==> src/rtl/gnrl_bitmap_64rel4_module.sv <==
// Free-entry bitmap for the 64-to-4 select encoder: clears allocated bits, sets
// released bits, and keeps a registered popcount plus sticky misuse flags.
module gnrl_bitmap_64rel4_module #(
  parameter logic [63:0] RST_VALUE  = 64'hFFFF_FFFF_FFFF_FFFF,
  parameter int unsigned RDY_THRESH = 4
) (
  input  logic        i_clk,
  input  logic        i_rst,
  input  logic        i_flush,
  input  logic [3:0]  i_alloc_vld,
  input  logic [5:0]  i_alloc_idx_0,
  input  logic [5:0]  i_alloc_idx_1,
  input  logic [5:0]  i_alloc_idx_2,
  input  logic [5:0]  i_alloc_idx_3,
  input  logic [3:0]  i_rel_vld,
  input  logic [5:0]  i_rel_idx_0,
  input  logic [5:0]  i_rel_idx_1,
  input  logic [5:0]  i_rel_idx_2,
  input  logic [5:0]  i_rel_idx_3,
  output logic [63:0] o_free_map,
  output logic [6:0]  o_free_cnt,
  output logic        o_alloc_rdy,
  output logic        o_err_dbl_rel,
  output logic        o_err_bad_alloc
);

  function automatic logic [6:0] popcnt(input logic [63:0] v);
    logic [6:0] c;
    c = '0;
    for (int i = 0; i < 64; i++) c = c + {6'd0, v[i]};
    return c;
  endfunction

  localparam logic [6:0] RST_CNT      = popcnt(RST_VALUE);
  localparam logic [6:0] RDY_THRESH_C = 7'(RDY_THRESH);

  logic [5:0]  alloc_idx    [4];
  logic [5:0]  rel_idx      [4];
  logic [63:0] alloc_onehot [4];
  logic [63:0] rel_onehot   [4];
  logic [63:0] alloc_mask;
  logic [63:0] rel_mask;

  logic [63:0] map_reg, map_next;
  logic [6:0]  cnt_reg, cnt_next;
  logic        err_dbl_rel_reg, err_bad_alloc_reg;
  logic        dbl_rel_hit, bad_alloc_hit;

  assign alloc_idx[0] = i_alloc_idx_0;
  assign alloc_idx[1] = i_alloc_idx_1;
  assign alloc_idx[2] = i_alloc_idx_2;
  assign alloc_idx[3] = i_alloc_idx_3;
  assign rel_idx[0]   = i_rel_idx_0;
  assign rel_idx[1]   = i_rel_idx_1;
  assign rel_idx[2]   = i_rel_idx_2;
  assign rel_idx[3]   = i_rel_idx_3;

  genvar gi;
  generate
    for (gi = 0; gi < 4; gi++) begin : g_decode
      assign alloc_onehot[gi] = i_alloc_vld[gi] ? (64'd1 << alloc_idx[gi]) : 64'd0;
      assign rel_onehot[gi]   = i_rel_vld[gi]   ? (64'd1 << rel_idx[gi])   : 64'd0;
    end
  endgenerate

  assign alloc_mask = alloc_onehot[0] | alloc_onehot[1] | alloc_onehot[2] | alloc_onehot[3];
  assign rel_mask   = rel_onehot[0]   | rel_onehot[1]   | rel_onehot[2]   | rel_onehot[3];

  // Release wins over allocation so an alloc+release of one index leaves it free.
  assign map_next = i_flush ? RST_VALUE : ((map_reg & ~alloc_mask) | rel_mask);
  assign cnt_next = popcnt(map_next);

  always_comb begin
    dbl_rel_hit   = 1'b0;
    bad_alloc_hit = 1'b0;
    for (int k = 0; k < 4; k++) begin
      if (i_alloc_vld[k]) begin
        if (!map_reg[alloc_idx[k]]) bad_alloc_hit = 1'b1;
        for (int j = 0; j < 4; j++)
          if (j != k && i_alloc_vld[j] && alloc_idx[j] == alloc_idx[k]) bad_alloc_hit = 1'b1;
      end
      if (i_rel_vld[k]) begin
        // A bit made busy this same cycle may legally come straight back.
        if (map_reg[rel_idx[k]] && !alloc_mask[rel_idx[k]]) dbl_rel_hit = 1'b1;
        for (int j = 0; j < 4; j++)
          if (j != k && i_rel_vld[j] && rel_idx[j] == rel_idx[k]) dbl_rel_hit = 1'b1;
      end
    end
  end

  always_ff @(posedge i_clk) begin
    if (i_rst) begin
      map_reg           <= RST_VALUE;
      cnt_reg           <= RST_CNT;
      err_dbl_rel_reg   <= 1'b0;
      err_bad_alloc_reg <= 1'b0;
    end else begin
      map_reg <= map_next;
      cnt_reg <= cnt_next;
      if (!i_flush) begin
        if (dbl_rel_hit)   err_dbl_rel_reg   <= 1'b1;
        if (bad_alloc_hit) err_bad_alloc_reg <= 1'b1;
      end
    end
  end

  assign o_free_map      = map_reg;
  assign o_free_cnt      = cnt_reg;
  assign o_alloc_rdy     = (cnt_reg >= RDY_THRESH_C);
  assign o_err_dbl_rel   = err_dbl_rel_reg;
  assign o_err_bad_alloc = err_bad_alloc_reg;

endmodule

==> config.mk <==
export PLATFORM = sky130hd
export DESIGN_NAME = gnrl_bitmap_64rel4_module
export DESIGN_NICKNAME = d
export VERILOG_FILES = /design/src/rtl/gnrl_bitmap_64rel4_module.sv
export SDC_FILE = /design/constraint.sdc
export NUM_CORES = 1
export LEC_CHECK = 0
export BUFFER_PORTS_ARGS = -buffer_cell sky130_fd_sc_hd__buf_2
export CORE_UTILIZATION = 47
export DETAILED_ROUTE_END_ITERATION = 6
export PLACE_DENSITY = 0.65
export SYNTH_ARGS = -nofsm -noshare
export SYNTH_HDL_FRONTEND = slang
export SYNTH_SLANG_ARGS = --single-unit
==> constraint.sdc <==
create_clock -name i_clk -period 16.6 [get_ports i_clk]
set_input_delay 0.83 -clock i_clk [delete_from_list [all_inputs] [get_ports i_clk]]
set_output_delay 0.83 -clock i_clk [all_outputs]
set_load 0.005 [all_outputs]
# Word level (Yosys, flattened, before mapping)
# Index checks and enable logic that the tools add are counted.
# op_classes
add_sub_neg,63
mul,0
div_mod_pow,0
n_lt_le_gt_ge,9
n_eq_ne,24
n_shift,8
mux,73
bitwise,10
n_reduce_logical,34
# op_table
cell,count
64-bit 2-to-1 mux,9
1-bit by 6-bit left shift with 64-bit output (first input constant),8
64-bit OR,7
7-bit by 1-bit adder with 7-bit output,57
6-bit equality test,24
1-bit binary-select mux with 6-bit select,12
64-bit bitwise AND,1
64-bit NOT,1
6-bit by 7-bit < comparator with 1-bit output (second input constant),8
1-bit 2-to-1 mux,52
1-bit logical AND,28
6-bit by 1-bit adder with 7-bit output,1
7-bit by 3-bit greater-or-equal comparator with 1-bit output (second input constant),1
5-bit by 1-bit adder with 6-bit output,1
4-bit by 1-bit adder with 5-bit output,1
3-bit by 1-bit adder with 4-bit output,1
1-bit logical NOT,4
2-bit AND reduction,2
2-bit by 1-bit adder with 3-bit output,1
1-bit by 1-bit adder with 2-bit output,1
1-bit NOT,1
# word_totals
ff_bits,73
latchBits,0
ram_bits,0
rom_bits,0
inputBits,59
elab_cells,225
n_memories,0

# Logic depth before layout (Yosys ltp)
# logic_depth
word_depth,72
mapped_depth,32

# Least setup slack after synthesis
# OpenSTA, ideal clock, no wires.
# synth_path
path_type,in2reg
from,input port i_rel_idx_3[1]
to,"register cnt_reg[6], in the netlist o_free_cnt[6]"
setup_ps,116
t_arrival_ps,8144
t_required_ps,16484
slack_ps,8339
stages,23
n_path_buf,2
cell_sequence,clkbuf_1 -> clkbuf_1 -> nor2b_1 -> and2_1 -> a22oi_1 -> o21ai_0 -> a2111oi_0 -> fa_1 -> fa_1 -> fa_1 -> fa_1 -> fa_1 -> fa_1 -> fa_1 -> fa_1 -> inv_1 -> ha_1 -> fa_1 -> a21o_1 -> a21oi_1 -> nor2b_1 -> o21ai_0 -> nand2_1
# synth_between
elab_chain_len,68
# synth_lines
item,line,text
start: declaration,19,"input logic [5:0] i_rel_idx_3,"
1-bit by 6-bit left shift with 64-bit output *,62,assign rel_onehot[gi] = i_rel_vld[gi] ? (64'd1 << rel_idx[gi]) : 64'd0;
64-bit 2-to-1 mux *,62,
64-bit OR *,67,assign rel_mask = rel_onehot[0] | rel_onehot[1] | rel_onehot[2] | rel_onehot[3];
64-bit OR *,70,assign map_next = i_flush ? RST_VALUE : ((map_reg & ~alloc_mask) | rel_mask);
64-bit 2-to-1 mux *,70,
1-bit by 1-bit adder with 2-bit output,30,"for (int i = 0; i < 64; i++) c = c + {6'd0, v[i]};"
2-bit by 1-bit adder with 3-bit output,30,
3-bit by 1-bit adder with 4-bit output,30,
4-bit by 1-bit adder with 5-bit output,30,
5-bit by 1-bit adder with 6-bit output,30,
6-bit by 1-bit adder with 7-bit output,30,
7-bit by 1-bit adder with 7-bit output (56 in a row),30,
7-bit by 1-bit adder with 7-bit output *,30,
end signal: assignment,99,cnt_reg <= cnt_next;
end: declaration,45,"logic [6:0] cnt_reg, cnt_next;"
# Mark *: on every way between the ends. The rest lies on a longest branch, timed or not.
# A chain may end at the register's enable or synchronous reset.

# Worst setup path after layout
# layout_path
from,input port i_alloc_idx_0[1]
to,"register cnt_reg[6], in the netlist o_free_cnt[6]"
# layout_between
elab_chain_len,72
# layout_lines
item,line,text
start: declaration,11,"input logic [5:0] i_alloc_idx_0,"
1-bit by 6-bit left shift with 64-bit output *,61,assign alloc_onehot[gi] = i_alloc_vld[gi] ? (64'd1 << alloc_idx[gi]) : 64'd0;
64-bit 2-to-1 mux *,61,
64-bit OR * (3 in a row),66,assign alloc_mask = alloc_onehot[0] | alloc_onehot[1] | alloc_onehot[2] | alloc_onehot[3];
64-bit NOT *,70,
64-bit bitwise AND *,70,
64-bit OR *,70,
64-bit 2-to-1 mux *,70,
1-bit by 1-bit adder with 2-bit output,30,
2-bit by 1-bit adder with 3-bit output,30,
3-bit by 1-bit adder with 4-bit output,30,
4-bit by 1-bit adder with 5-bit output,30,
5-bit by 1-bit adder with 6-bit output,30,
6-bit by 1-bit adder with 7-bit output,30,
7-bit by 1-bit adder with 7-bit output (56 in a row),30,
7-bit by 1-bit adder with 7-bit output *,30,
# Marked as above.

==> results_dict.tcl <==
set metrics [dict create \
    status "complete, but fails checks" \
    violations "design-rule violations" \
    layout_min_cycle_time_ns 9.03 \
    rr_startpoint "o_free_map[13]$_SDFF_PP1_" \
    fillers 3180 \
    gp_congestion 1.10 \
    rr_endpoint "o_free_cnt[6]$_SDFF_PP1_" \
    wl_met2_um 37100 \
    yosys_warnings 0 \
    synth_top_area_frac 0.276 \
    path_class "input pin to flip-flop" \
    place_hpwl_um 65100 \
    post_cts_resized 0 \
    synth_simple_gate_area_share 0.215 \
    reg2regPathDepth 19 \
    cts_buffers 9 \
    grt_antenna_before_repair 15 \
    start_kind "input pin" \
    core_area_sq_um 32500 \
    ant_nets 0 \
    netlist_instances 1737 \
    drt_first_iter_violations 3425 \
    required_ns 16.84 \
    drv_cap 0 \
    wirelength_um 91800 \
    grt_setup_unrepaired "no" \
    clkTransAtPathRegs_ns 0.06 \
    area_growth_pct 7.27 \
    dieArea_sq_um 33700 \
    drc 22 \
    finalCritPeriodShare 0.544 \
    final_max_slew_viol_count 0 \
    yosysUniqueCellTypes 75 \
    pin_count 133 \
    num_vias 18700 \
    cp_common_cell "fa_1" \
    avgSynthCellArea_sq_um 8.93 \
    synth-xor-area-share 0.0424 \
    worst_slack_ns 7.57 \
    fin_skew_ns 0.0155 \
    critPathMaxStageDelay_ns 0.78 \
    startpoint "i_alloc_idx_0[1]" \
    die_h_um 184 \
    synth_seq_cells 73 \
    clock-sinks 73 \
    yosysTopAreaCell "mux4_2" \
    max_slew.worst_pin.slew_ns 1.28 \
    num_rows 66 \
    synth_ff_type "dfxtp_1" \
    yosys-mux-area-fraction 0.283 \
    top_layer "met5" \
    drtPass1Iterations 7 \
    die_x_um 184 \
    leakage_nw 4.83 \
    layout.nets 1878 \
    synth.most_common_cell "mux4_2" \
    synthTopCellsByArea "mux4_2 28%, dfxtp_1 9.4%, fa_1 7.0%, o22ai_1 4.4%, nor2_1 3.6%" \
    htree_levels 3 \
    postCtsSetupBuffers 0 \
    path_cells "buf_2, or4bb_1, o22ai_1, nor2_1, a2111oi_0, fa_1, fa_1, fa_1, fa_1, fa_1, fa_1, fa_1, fa_1, inv_1, ha_1, fa_1, a21o_1, a21oi_1, nor2b_1, o21ai_0, nand2_1" \
    setup_violations 0 \
    cp_max_fo 38 \
    ys_seq_area_frac 0.0943 \
    holdPathStages 2 \
    grt_pass1_wl_um 130000 \
    r2r_slack_ns 9.22 \
    hold_buffers 0 \
    fin_tns_setup_ns 0 \
    p_per_area_nw_per_um2 48.1 \
    hold_violations 0 \
    synth_adder_area_share 0.0818 \
    synth_edf_count 0 \
    met1_length_um 30600 \
    synthTopCellsByCount "190 x mux4_2, 150 x nor2_1, 109 x o22ai_1" \
    critPathCaptureType "flip-flop" \
    relSlewSlack 0.127 \
    crit_arrival_ns 9.27 \
    grt_max_degree 74 \
    cts_buffer_depth 2 \
    grt-ovfl-total 0 \
    cp_slowest_cell "a2111oi_0" \
    syn-cell-area_sq_um 15500 \
    synth_fp_nets 1865 \
    grt_usage 0.547 \
    wl_met3_um 14300 \
    peakVddDrop_mv 0.0899 \
    tritoncts "yes" \
    drive_gt1_frac 0.240 \
    synth_compound_area_frac 0.220 \
    io_buffers 132 \
    hp-class "flip-flop to flip-flop" \
    grt_pass1_vias 17700 \
    fmax_mhz 111 \
    async_flop_share 0 \
    worstHoldStart "o_err_bad_alloc$_SDFFE_PP0P_" \
    via_per_inst 8.48 \
    hold_path_end "o_err_bad_alloc$_SDFFE_PP0P_" \
    cts_root_buf "clkbuf_16" \
    clock_latency_ns 0.35 \
    synth_top_family_by_area "multiplexers" \
    dpl_worst_slack_ns 7.35 \
    initial_core_util 0.477 \
    post_drt_wl_per_cell_um 41.6 \
]
[flip-flops by register name, summed over array words and instances (netlist names)]
signal           cells
o_free_map          64
o_err_dbl_rel        1
o_err_bad_alloc      1
o_free_cnt           7
[critical path: cells and delay by family]
family | cells | cell delay, ns
AO/OA/AOI/OAI | 5 | 1.68
AND/OR/NAND/NOR | 4 | 1.06
adder cells (fa/ha/maj) | 10 | 4.94
buffers and inverters | 2 | 0.73
[per-stage QoR]
| step | hold WS [ns] | power (mW) | utilization | std cells | cell area [sq um] |
|---|---|---|---|---|---|
| 4_1_cts | 0.507 | 0.783 | 0.509 | 2194 | 16600 |
| 6_report | 0.505 | 0.800 | 0.511 | 2207 | 16600 |
| 5_1_grt | 0.534 | 0.834 | 0.510 | 2198 | 16600 |
| 2_1_floorplan | 0.460 | 0.470 | - | 1737 | 15500 |
| 3_5_place_dp | 0.494 | 0.582 | 0.500 | 2178 | 16300 |
| 3_3_place_gp | 0.459 | 0.580 | 0.500 | 2178 | 16300 |
[layout by cell type (no fill, tap or decap), types with 17 or more instances in the layout]
master	Yosys	final
mux4_2	190	190
a2111oi_0	33	24
nand2b_1	83	83
o22ai_1	109	109
a221oi_1	29	28
nand3b_1	18	18
nand3_1	45	45
a21oi_1	51	51
nor2_1	150	150
nor3_1	59	59
a22oi_1	23	23
buf_4	5	39
o221ai_1	17	17
nor2b_1	26	26
o32ai_1	20	20
fa_1	54	54
inv_1	56	56
nand2_1	90	90
buf_2	51	132
nand4_1	24	24
dfxtp_1	73	73
a211oi_1	35	33
xor2_1	30	30
o21ai_0	80	80
xnor2_1	45	45
[report_power, final]
group | total (mW) | switching, mW | leakage, nW | internal [mW]
clock network | 0.203 | 0.0824 | 0.143 | 0.121
registers | 0.197 | 0.0121 | 0.594 | 0.185
logic | 0.399 | 0.247 | 4.09 | 0.152
[cell families after synthesis]
family,after synthesis
simple gates,606
fa+ha+maj,69
mux,200
flops,73
compound gates,483
buf+inv,231
xor+xnor,75
[layer usage]
metal	global-route usage	vias to the layer above
li1	-	6959
met1	0.653	8940
met2	0.770	2120
met3	0.240	684
met4	0.421	12
met5	0	-
[worst max-delay path by stage]
stage / to / slack, ns
6_report: o_free_cnt[6]$_SDFF_PP1_ / 7.57
5_1_grt: o_free_cnt[6]$_SDFF_PP1_ / 7.13
4_1_cts: o_free_cnt[6]$_SDFF_PP1_ / 7.67
3_5_place_dp: o_free_cnt[6]$_SDFF_PP1_ / 7.35
3_3_place_gp: o_free_cnt[6]$_SDFF_PP1_ / 7.39
2_1_floorplan: o_free_cnt[6]$_SDFF_PP1_ / 8.34
[cell type report]
| class | count | area [sq um] | share of cell area |
|---|---|---|---|
| sequential | 73 | 1460 | 0.0879 |
| timing repair buffer | 174 | 976 | 0.0587 |
| inverter | 59 | 221 | 0.0133 |
| multi-input combinational | 1433 | 13100 | 0.787 |
| clock inverter | 4 | 51.3 | 0.00308 |
| clock buffer | 12 | 246 | 0.0148 |
| tap | 442 | 553 | 0.0333 |
| antenna | 10 | 25.0 | 0.00150 |
Note: power is estimated with default switching activity, not from simulation.
